File: config.mk
export PLATFORM = sky130hd
export DESIGN_NAME = fetch_unit
export DESIGN_NICKNAME = d
export VERILOG_FILES = /design/src/rtl/fetch_unit.sv
export SDC_FILE = /design/constraint.sdc
export NUM_CORES = 1
export LEC_CHECK = 0
export BUFFER_PORTS_ARGS = -buffer_cell sky130_fd_sc_hd__buf_2
export CAP_MARGIN = 15
export CORE_AREA = 2 2 168 170
export DETAILED_ROUTE_END_ITERATION = 10
export DIE_AREA = 0 0 170 172
export PLACE_DENSITY = 0.45
export REMOVE_ABC_BUFFERS = 1
export SLEW_MARGIN = 40
export SYNTH_ARGS = -nofsm -noshare
export SYNTH_HDL_FRONTEND = slang
export SYNTH_SLANG_ARGS = --single-unit
File: constraint.sdc
create_clock -name clk -period 12.23 [get_ports clk]
set_clock_uncertainty 0.1 [all_clocks]
set_input_delay 0.6115 -clock clk [delete_from_list [all_inputs] [get_ports clk]]
set_output_delay 0.6115 -clock clk [all_outputs]
set_load 0.02 [all_outputs]
File: src/rtl/fetch_unit.sv
// fetch_unit: instruction fetch stage with PC, single-outstanding imem handshake, skid-buffered output and redirect flush
// Ports:
//   clk, reset                     clock, async active-high reset
//   imem_req/addr/gnt/rvalid/rdata instruction memory request/grant/response
//   instr, instr_pc, instr_valid   registered instruction to decoder
//   stall                          decoder back-pressure, holds the output
//   redirect, redirect_pc          restart fetch at a new PC, flushing wrong-path words
module fetch_unit #(
    parameter logic [31:0] RESET_PC = 32'h0000_0000
) (
    input  logic        clk,
    input  logic        reset,
    output logic        imem_req,
    output logic [31:0] imem_addr,
    input  logic        imem_gnt,
    input  logic        imem_rvalid,
    input  logic [31:0] imem_rdata,
    output logic [31:0] instr,
    output logic [31:0] instr_pc,
    output logic        instr_valid,
    input  logic        stall,
    input  logic        redirect,
    input  logic [31:0] redirect_pc
);
    typedef enum logic [1:0] {IDLE, ISSUE, WAIT, DROP} state_t;
    state_t      r_state, w_next;
    logic [31:0] r_pc, r_req_pc, r_skid_data, r_skid_pc;
    logic        r_skid_valid;
    logic        w_gnt, w_rsp, w_free, w_load_skid;
    logic [31:0] w_redirect_pc;
    assign imem_req      = r_state == ISSUE && !r_skid_valid;
    assign imem_addr     = r_pc;
    assign w_gnt         = imem_req && imem_gnt;
    assign w_rsp         = r_state == WAIT && imem_rvalid;
    assign w_free        = !instr_valid || !stall;
    // a response lands in the skid buffer only when the output register cannot take it
    assign w_load_skid   = w_rsp && (r_skid_valid || !w_free);
    assign w_redirect_pc = redirect_pc & 32'hFFFF_FFFC;
    // a redirect while a response is still owed parks in DROP to swallow it
    always_comb begin
        w_next = r_state;
        case (r_state)
            IDLE:    w_next = ISSUE;
            ISSUE:   w_next = w_gnt ? (redirect ? DROP : WAIT) : ISSUE;
            WAIT:    w_next = imem_rvalid ? ISSUE : (redirect ? DROP : WAIT);
            DROP:    w_next = imem_rvalid ? ISSUE : DROP;
            default: w_next = IDLE;
        endcase
    end
    always_ff @(posedge clk or posedge reset) begin
        if (reset) begin
            r_state  <= IDLE;
            r_pc     <= RESET_PC;
            r_req_pc <= RESET_PC;
        end else begin
            r_state <= w_next;
            if (w_gnt) r_req_pc <= r_pc;
            r_pc <= redirect ? w_redirect_pc : (w_gnt ? r_pc + 32'd4 : r_pc);
        end
    end
    always_ff @(posedge clk or posedge reset) begin
        if (reset) begin
            instr        <= 32'h0000_0013;
            instr_pc     <= 32'h0;
            instr_valid  <= 1'b0;
            r_skid_valid <= 1'b0;
            r_skid_data  <= 32'h0;
            r_skid_pc    <= 32'h0;
        end else if (redirect) begin
            instr_valid  <= 1'b0;
            r_skid_valid <= 1'b0;
        end else begin
            if (w_free) begin
                instr_valid <= r_skid_valid || w_rsp;
                if (r_skid_valid) begin
                    instr    <= r_skid_data;
                    instr_pc <= r_skid_pc;
                end else if (w_rsp) begin
                    instr    <= imem_rdata;
                    instr_pc <= r_req_pc;
                end
            end
            if (w_load_skid) begin
                r_skid_data <= imem_rdata;
                r_skid_pc   <= r_req_pc;
            end
            r_skid_valid <= w_load_skid || (r_skid_valid && !w_free);
        end
    end
endmodule

==> metrics.md, run 1 <==
| Metric | Value |
|---|---|
| Chip height | `172 um` |
| Critical-path top delay cell | `dfrtp_4` |
| Status | `completed` |
| Area of the die | `0.0292 mm2` |
| Clk_lat worst skew | `430 ps` |
| Psw | `603 uW` |
| Vias in the first global route | `5375` |
| Setup CP Type | `reg -> reg` |
| Yosys warns | `0` |
| Worst r2r path cells | `5` |
| Final setup fails | `0` |
| Largest net degree at the start of global routing | `~120` |
| DRT Pass-1 Iters | `4` |
| Setup Fix Bufs, Post-CTS | `0` |
| ANT nets after route | `0` |
| CTS tree | `built` |
| Cell Area, Synth | `0.00812 mm2` |
| Final Hold Vio Count | `0` |
| Clock root buffer | `clkbuf_16` |
| Post_cts resized | `0` |
| P&R area growth vs syn | `21.9%` |
| Pint | `1.20 mW` |
| Critical R2R Capture | `imem_addr[30]` |
| Sink Count | `188` |
| Top cell type's share of synthesized area | `57.0%` |
| Worst-margin pin slew | `696 ps` |
| H-Tree Depth | `4` |
| Top post-synthesis cells by area | `dfrtp_1 (57%), mux2_2 (12%), mux2i_1 (7.9%)` |
| Cell Chain, Critical Path | `nand4bb_1 -> nor3_4 -> nand4_1 -> xnor2_1 -> mux2_2` |
| DR vias/cell | `4.55` |
| Fmax | `391 MHz` |
| Sequential share of the synthesized area | `58.0%` |
| Cts-stage hold buffer count | `0` |
| Area leader, netlist | `dfrtp_1` |
| PnR worst setup slack | `9670 ps` |
| Site Rows | `61` |
| RSZ-0062 raised after global routing | `no` |
| Total track usage | `13.6%` |
| Tightest Hold Check Type | `in -> async` |
| Drt first-iter violations | `approximately 210` |
| Startpoint types | `register` |
| Nets@finish | `894` |
| CTS buffer count | `17` |
| First-pass GRT wire length | `30600 um` |
| Grt ovf | `0` |
| Starting Density | `29.6%` |
| Max-cap violation count | `0` |
| CP endpoint kind | `register` |
| DP HPWL | `12300 um` |
| Max VDD drop | `0.0000693 V` |
| DRC | `0` |
| Required @ worst endpoint | `12440 ps` |
| Die width | `170 um` |
| IO Count | `168` |
| Clock-pin slew on the worst setup and hold paths | `roughly 80 ps` |
| Avg Inst Size Synth | `12.0 um2` |
| RR Startpoint | `r_skid_valid` |
| Sequential power share | `a little under half` |
| Peak per-stage delay on the critical path | `around 630 ps` |
| Drt wl/cell | `16.3 um` |
| Routed via count | `5380` |
| Core area | `0.0275 mm2` |
| Register bit count reported by yosys | `188` |
| Quantity of I/O buffers inserted on ports | `between 150 and 200` |
| CTS Buffer Depth | `2` |
| Fin crit period | `~2600 ps` |
| R2r setup slk | `9670 ps` |
| Yosys cell types | `37` |
| Fin crit share | `between 20% and 30%` |
| Layout cells sized above 1 | `35.9%` |
| Sw Ratio | `33.4%` |
| Gpl congestion | `0.697` |
| Combinational Power Share | `between 20 and 25%` |
| Post-Place Setup Slack | `9300 ps` |
| Arr. time, crit path | `2760 ps` |
| Clk network pwr share | `32.4%` |
| Max_slew headroom | `53.6%` |
| Max Slew Vio Count | `0` |
| Post-Route WL | `19300 um` |
| Setup tns final | `0 ps` |
| Pleak | `between 4 and 5 nW` |
| Cells after Synth | `676` |
| Crit-path max FO | `19` |
| Cell Pwr Density | `182 mW/mm2` |
| Initial antenna violation count | `1` |
-- routing by layer --
metal | part of all wire [%] | GRT usage [%]
met5 | 0 | 0
met2 | 45 | 21.4
met1 | 49 | 19.0
met3 | 5.1 | 3.32
met4 | 0.64 | 3.34
-- flip-flops by register name (all words and copies together), names as in the netlist --
register,flops
imem_addr,30
r_skid_pc,30
r_state,2
r_skid_valid,1
r_req_pc,30
instr,32
r_skid_data,32
instr_valid,1
instr_pc,30
-- stage by stage --
stage               util [%]  instance area (um2)  hold WS, ps  cells  power [mW]
detailed placement      33.7                 9250          365   1150        1.24
floorplan                  -                 7930          358    637        1.08
global route            36.0                 9900          228   1182        1.92
CTS                     36.0                 9890          211   1182        1.84
global placement        33.6                 9230          356   1150        1.24
finish                  36.0                 9900          170   1183        1.80
-- power by group through the flow --
stage | Sequential (mW) | Combinational (mW) | Clock (mW)
after floorplan | 0.940 | 0.141 | 0
after global placement | 0.840 | 0.395 | 0
after detailed placement | 0.843 | 0.399 | 0
after CTS | 0.831 | 0.399 | 0.613
after global routing | 0.849 | 0.437 | 0.638
final | 0.828 | 0.391 | 0.585
-- final cells by class --
type / instances / area [um2]
clock buffer: 18 / 439
inverter: 6 / 35.0
timing repair buffer: 167 / 866
clock inverter: 14 / 199
antenna: 1 / 2.50
tap: 346 / 433
fill: 2767 / 17600
multi-input combinational: 443 / 3220
sequential: 188 / 4710
-- logic make-up after synthesis --
group	Yosys count	synth area share (%)
multiplexers	160	21.2
other	1	0.0462
buffers and inverters	48	2.82
flip-flops	188	58.0
adder cells (fa/ha/maj)	1	0.154
AND/OR/NAND/NOR	156	8.95
XOR/XNOR	27	2.91
AO/OA/AOI/OAI	95	5.96
-- cells in the final DEF, fill, tap and decap left out, types with 4 or more instances in the layout --
master / Yosys / final
buf_2: 18 / 161
buf_6: 1 / 4
clkbuf_16: 0 / 17
clkinv_8: 0 / 7
conb_1: 1 / 4
dfrtp_1: 185 / 184
inv_1: 6 / 5
mux2_1: 6 / 6
mux2_2: 90 / 90
mux2i_1: 64 / 64
nand2_1: 95 / 95
nand3_1: 13 / 13
nand4_1: 16 / 16
nor2_1: 11 / 11
nor3_1: 4 / 4
o21ai_0: 83 / 83
o21ai_1: 5 / 5
xnor2_1: 8 / 8
xor2_1: 19 / 19
-- critical path: cells and delay by family, from the launching register on --
kind / cells / cell delay (ps)
and+or+nand+nor: 3 / 1270
DFF: 1 / 630
muxes: 1 / 260
xor gates and xnor gates: 1 / 180
-- worst max path at each step --
| stage | from | end | slack (ps) |
|---|---|---|---|
| floorplan | r_skid_valid | instr[10] | 5820 |
| global placement | redirect | instr[31] | 9320 |
| detailed placement | redirect | instr[21] | 9300 |
| CTS | r_skid_valid | imem_addr[29] | 9420 |
| global route | r_skid_valid | imem_addr[30] | 9480 |
| finish | r_skid_valid | imem_addr[30] | 9670 |
-- Yosys cell counts, drive strengths merged --
cell type  count
dfrtp        185
mux2          96
nand2         95
o21ai         88
mux2i         64
buf           29
xor2          19
nand4         16
nand3         14
clkbuf        13
nor2          11
xnor2          8
nor3           7
inv            6
a21oi          3
and3           3
dfstp          3
a31oi          2
and2           2
and4           2
nand2b         2
a211o          1
conb           1
ha             1
nand3b         1
nand4bb        1
nor3b          1
o211ai         1
or3            1
No activity file was read; power rests on OpenSTA's default activity.
==> run 2: changes to the inputs <==
--- a/config.mk
+++ b/config.mk
@@ -10,7 +10,7 @@
 export CORE_AREA = 2 2 168 170
 export DETAILED_ROUTE_END_ITERATION = 10
 export DIE_AREA = 0 0 170 172
-export PLACE_DENSITY = 0.45
+export PLACE_DENSITY = 0.47
 export REMOVE_ABC_BUFFERS = 1
 export SLEW_MARGIN = 40
 export SYNTH_ARGS = -nofsm -noshare
==> constraint.sdc (replaced) <==
create_clock -name clk -period 2.1 [get_ports clk]
set_clock_uncertainty 0.1 [all_clocks]
set_input_delay 0.105 -clock clk [delete_from_list [all_inputs] [get_ports clk]]
set_output_delay 0.105 -clock clk [all_outputs]
set_load 0.02 [all_outputs]
==> metrics.md, run 2 (same netlist as run 1, synthesis figures left out) <==
| Metric | Value |
|---|---|
| Status | `completed` |
| Vias in the first global route | `5794` |
| Clk_lat worst skew | `440 ps` |
| DP HPWL | `13400 um` |
| Startpoint types | `register` |
| CTS Buffer Depth | `2` |
| Critical-path top delay cell | `dfrtp_4` |
| Setup CP Type | `reg -> reg` |
| Top delay family on crit path | `simple AND/OR/NAND/NOR gates` |
| Max_slew headroom | `between 40% and 50%` |
| Biggest regs | `instr (32), r_skid_data (32)` |
| Core area | `0.0275 mm2` |
| Nets@finish | `998` |
| Most common cell after layout, fill and taps aside | `dfrtp_1` |
| Routed via count | `5835` |
| ANT cells | `0` |
| Met3 usage | `just over 3%` |
| Clock root buffer | `clkbuf_16` |
| Drt wl/cell | `16.1 um` |
| Required @ worst endpoint | `roughly 2400 ps` |
| First-pass GRT wire length | `32300 um` |
| Worst-margin pin slew | `784 ps` |
| Hold_ws | `118 ps` |
| CP bufs+invs | `1` |
| Peak per-stage delay on the critical path | `around 500 ps` |
| ANT nets after route | `0` |
| Setup tns final | `0 ps` |
| Most Used Layer, Global Route | `met2` |
| Crit-path max FO | `12` |
| M1 GR Usage | `roughly a fifth` |
| Layout Cells excl Fill | `1286` |
| Commonest non-fill, non-tap cells in the layout | `dfrtp_1 (184), buf_2 (161), nand2_1 (95)` |
| Largest net degree at the start of global routing | `89` |
| Starting Density | `between 20 and 30%` |
| CTS buffer count | `17` |
| Fin crit period | `around 2000 ps` |
| Arr. time, crit path | `2230 ps` |
| DR vias/cell | `4.54` |
| Gpl congestion | `0.712` |
| Post-Route WL | `20800 um` |
| H-Tree Depth | `4` |
| RSZ-0062 raised after global routing | `no` |
| Chip height | `172 um` |
| Die width | `170 um` |
| Clock-pin slew on the worst setup and hold paths | `80 ps` |
| CTS tree | `built` |
| Max VDD drop | `0.000417 V` |
| Initial antenna violation count | `1` |
| Max Slew Vio Count | `0` |
| Fmax | `around 510 MHz` |
| Cell Chain, Critical Path | `nand4bb_1 -> nor3_2 -> buf_12 -> nand3_4 -> or3_1 -> a31oi_1` |
| Pleak | `5.11 nW` |
| PnR worst setup slack | `121 ps` |
| Layout cells sized above 1 | `35.9%` |
| Drt first-iter violations | `306` |
| GR Util met2 | `22.6%` |
| Placed cell count | `1185` |
| Max-cap violation count | `0` |
| Fin crit share | `94.2%` |
| IO Count | `168` |
| Cell Pwr Density | `983 mW/mm2` |
| Post-Place Setup Slack | `around 100 ps` |
| Total track usage | `~14%` |
| Sink Count | `188` |
| Number of fill cells | `2706` |
| P&R area growth vs syn | `34.6%` |
| Fin util | `~40%` |
| DRT Pass-1 Iters | `4` |
| DRC | `0` |
| Tightest Hold Check Type | `in -> async` |
| Quantity of I/O buffers inserted on ports | `around 160` |
| Final Hold Vio Count | `0` |
| Site Rows | `61` |
| CP endpoint kind | `register` |
| Area of the die | `0.0292 mm2` |
| Final setup fails | `0` |
| Grt ovf | `0` |
run 2: cell types whose count changed in the layout (fill, tap and decap cells not counted), moves of 2 or more:
cell           change
buf_12             +9
buf_4             +30
buf_6              -3
bufinv_16          +2
clkinv_4           +3
clkinv_8           -7
clkinvlp_4         +2
dlygate4sd3_1     +67
nor3_2             +3
nor3_4             -2
run 2: worst paths after layout:
path / start / end / slack [ps] / cells after the start
max: r_skid_valid / imem_addr[25] / 120 / 6
min: reset / instr[28] / 120 / 3
max reg2reg: r_skid_valid / imem_addr[25] / 120 / 6
min reg2reg: instr[6] / instr[6] / 370 / 2
max in group asynchronous: reset / instr[0] / 1120 / 4
min in group clk: imem_gnt / r_state[0] / 180 / 4
run 2: per-stage QoR:
step | area [um2] | total power [mW]
after global placement | 9620 | 7.29
after global routing | 10900 | 11.4
after floorplan | 7930 | 6.30
final | 10900 | 10.7
after CTS | 10900 | 10.9
after detailed placement | 9620 | 7.35
run 2: area by class of cell:
type                       count  area, um2  share of cell area, %
clock buffer                  18        429                   3.93
clock inverter                14        184                   1.68
inverter                       6       30.0                  0.275
multi-input combinational    443       3210                   29.4
sequential                   188       4710                   43.1
tap                          346        433                   3.96
timing repair buffer         271       1930                   17.7
run 2: per-layer routing:
metal | routed length, um | part of all wire, %
met1 | 10300 | 50
met2 | 9320 | 45
met3 | 867 | 4.2
met4 | 252 | 1.2
met5 | 0 | 0
run 2: repair_timing:
item                                    4_1_cts  5_1_grt
resized for setup                             0        3
endpoints found under the setup margin        0       24
setup buffers                                 0        1
hold endpoints to repair                    284        0
hold buffers                                 67        0
run 2: power by group:
group	internal, mW	leakage [nW]	switching, mW
clock network	1.90	0.292	1.52
registers	4.36	2.44	0.423
logic	1.03	2.38	1.51
total	7.29	5.11	3.45
run 2: worst register-to-register path: cells and delay by family (launching register included):
family          cells  cell delay, ps
compound gates      1             160
buf+inv             1             170
flops               1             510
simple gates        4             950
==> run 3: changes to the inputs <==
--- a/config.mk
+++ b/config.mk
@@ -5,11 +5,12 @@
 export SDC_FILE = /design/constraint.sdc
 export NUM_CORES = 1
 export LEC_CHECK = 0
+export ABC_AREA = 1
 export BUFFER_PORTS_ARGS = -buffer_cell sky130_fd_sc_hd__buf_2
 export CAP_MARGIN = 15
-export CORE_AREA = 2 2 168 170
+export CORE_AREA = 2 2 173 175
 export DETAILED_ROUTE_END_ITERATION = 10
-export DIE_AREA = 0 0 170 172
+export DIE_AREA = 0 0 175 177
 export PLACE_DENSITY = 0.47
 export REMOVE_ABC_BUFFERS = 1
 export SLEW_MARGIN = 40
==> metrics.md, run 3 <==
| Metric | Value |
|---|---|
| Layout cells sized above 1 | `17.4%` |
| DP HPWL | `16000 um` |
| Area leader, netlist | `dfrtp_1` |
| Peak per-stage delay on the critical path | `550 ps` |
| Fmax | `514 MHz` |
| Routed via count | `7402` |
| Max Slew Vio Count | `0` |
| Mux contribution to synthesized area | `0%` |
| Sw Ratio | `35.6%` |
| First-pass GRT wire length | `39000 um` |
| Fin crit period | `1940 ps` |
| DRC | `0` |
| Most common cell after layout, fill and taps aside | `nand2_1` |
| Clk network pwr share | `29.8%` |
| Area occupied by multi-input gates | `0.00322 mm2` |
| Layout Cells excl Fill | `1703` |
| Status | `completed` |
| Post-synth top flop | `dfrtp_1` |
| Top cell type's share of synthesized area | `between 50% and 60%` |
| Max-cap violation count | `0` |
| Chip height | `approximately 180 um` |
| Post-synth EDFFs | `0` |
| Yosys cell types | `26` |
| CP endpoint kind | `register` |
| CTS tree | `built` |
| Number of fill cells | `just over 3000` |
| Clk_lat worst skew | `430 ps` |
| CTS buffer count | `17` |
| Cell area after layout | `0.0113 mm2` |
| P&R area growth vs syn | `30.7%` |
| CTS Buffer Depth | `2` |
| Cells after Synth | `1078` |
| Crit-path max FO | `7` |
| Largest net degree at the start of global routing | `73` |
| Final Hold Vio Count | `0` |
| Quantity of I/O buffers inserted on ports | `approximately 160` |
| Sequential share of the synthesized area | `54.5%` |
| Drt first-iter violations | `469` |
| Vias in the first global route | `between 7000 and 8000` |
| Biggest regs | `instr (32), r_skid_data (32)` |
| Pleak | `6.07 nW` |
| Tightest Hold Check Type | `in -> async` |
| Final setup fails | `0` |
| IO Count | `168` |
| Cell Pwr Density | `951 mW/mm2` |
| Hold_ws | `151 ps` |
| Top post-synthesis cells by area | `dfrtp_1 (54%), nand2_1 (18%), o21ai_0 (6.9%)` |
| Post-Synth Adder-Cell Area | `less than 1%` |
| Arr. time, crit path | `2220 ps` |
| Register bit count reported by yosys | `about 190` |
| Fin crit share | `92.6%` |
| Sink Count | `188` |
| Initial antenna violation count | `0` |
| Cell Area, Synth | `0.00864 mm2` |
| Max_slew headroom | `62.7%` |
| Die width | `175 um` |
| DRT Pass-1 Iters | `7` |
| Starting Density | `29.5%` |
| Cell Chain, Critical Path | `dlygate4sd3_1 -> buf_2 -> inv_2 -> nor2_1 -> dlygate4sd3_1 -> a21oi_1 -> dlygate4sd3_1` |
| ANT nets after route | `0` |
| Critical-path top delay cell | `dlygate4sd3_1` |
| Top cells by count, synth | `nand2_1 (423), dfrtp_1 (185), inv_1 (125)` |
| Grt ovf | `0` |
| Drt wl/cell | `13.9 um` |
| Avg Inst Size Synth | `8.01 um2` |
| Sequential power share | `approximately 45%` |
| Site Rows | `63` |
| Clock root buffer | `clkbuf_16` |
| Nets@finish | `1371` |
| Commonest non-fill, non-tap cells in the layout | `nand2_1 (423), dfrtp_1 (185), buf_2 (161)` |
| Setup CP Type | `in -> reg` |
| Pint | `6.91 mW` |
| Max VDD drop | `0.000466 V` |
| Post-synthesis compound-gate area fraction | `13.6%` |
| Post-Route WL | `between 20000 and 25000 um` |
| Combinational family with the most area after synthesis | `simple AND/OR/NAND/NOR gates` |
| Area after DPL | `0.0100 mm2` |
| Total track usage | `15.9%` |
| Startpoint types | `primary input` |
| Simple-gate share of the synthesized area | `between 20 and 25%` |
| Combinational Power Share | `about a quarter` |
| Core area | `0.0292 mm2` |
| Clock-pin slew on the worst setup and hold paths | `80 ps` |
| Async SR Flop Fraction | `100%` |
| Xor and xnor area share after synthesis | `1.22%` |
| Placed cell count | `1600` |
| Yosys warns | `0` |
| Area of the die | `0.0310 mm2` |
| Register area | `0.00471 mm2` |
| RSZ-0062 raised after global routing | `no` |
| DR vias/cell | `between 4 and 5` |
| H-Tree Depth | `4` |
| ANT cells | `0` |
| Psw | `around 3.8 mW` |
| Most used cell along the critical path | `dlygate4sd3_1` |
| Worst r2r path cells | `10` |
| Count leader, synth | `nand2_1` |
| Gpl congestion | `between 0.7 and 0.8` |
| Required @ worst endpoint | `2370 ps` |
| Worst-margin pin slew | `559 ps` |
==> run 3: cell types whose count changed in the layout (fill, tap and decap cells not counted), moves of 7 or more <==
cell and change:
nand4_1 -15, o21ai_0 +36, o211ai_1 +64, inv_1 +119
mux2_2 -90, nor2_1 +32, mux2i_1 -64, buf_4 -19
nand3_1 +10, xnor2_1 -8, nand2_1 +328, xor2_1 -7
==> run 3: metrics by stage <==
stage	setup WS (ps)	TNS (ps)	power (mW)	util, %
after floorplan	-3210	-790410	6.48	-
after global placement	251	0	7.50	34.2
after detailed placement	221	0	7.54	34.2
after CTS	181	0	10.9	38.6
after global routing	13.1	0	11.5	38.6
final	156	0	10.7	38.6
==> run 3: area by class of cell <==
class,instances,area share [%]
tap,390,4.32
clock buffer,17,3.77
multi-input combinational,710,28.5
sequential,188,41.7
inverter,128,4.34
clock inverter,15,1.30
timing repair buffer,255,16.1
==> run 3: metal layers <==
metal / part of all wire [%] / track usage, % / vias to the layer above
met5: 0 / 0 / -
met1: 49 / 21.9 / 3404
li1: - / - / 3837
met2: 45 / 25.4 / 137
met3: 4.3 / 3.57 / 24
met4: 1.5 / 4.24 / 0
==> run 3: worst paths after layout <==
kind / from / endpoint / slack, ps
worst max-delay path: redirect / imem_addr[4] / 160
worst min-delay path: reset / instr[23] / 150
worst max register to register: imem_addr[3] / imem_addr[24] / 200
worst min register to register: instr[1] / instr[1] / 370
max in group asynchronous: reset / instr[0] / 1050
min in group clk: imem_rvalid / r_state[1] / 350
==> run 3: power groups by stage <==
stage	registers (mW)	clock network (mW)	logic [mW]
floorplan	5.45	0	1.03
global placement	4.85	0	2.65
detailed placement	4.88	0	2.66
CTS	4.81	3.33	2.78
global route	4.91	3.48	3.07
finish	4.80	3.21	2.73
==> run 3: timing repair <==
action / in CTS / in global routing
buffers inserted: 0 / 0
endpoints found under the hold margin: 156 / 0
hold buffers: 71 / 0
resized for setup: 0 / 1
setup endpoints to repair: 0 / 1
==> run 3: cell families after synthesis <==
logic type               after synthesis
AO/OA/AOI/OAI                        197
XOR/XNOR                              12
adder cells (fa/ha/maj)                1
buffers and inverters                183
flip-flops                           188
other                                  1
AND/OR/NAND/NOR                      496
==> run 3: critical path, delay by kind of cell <==
family | cells | cell delay (ps)
AOI/OAI and AO/OA | 1 | 110
and+or+nand+nor | 1 | 50
buffers and inverters | 5 | 1950
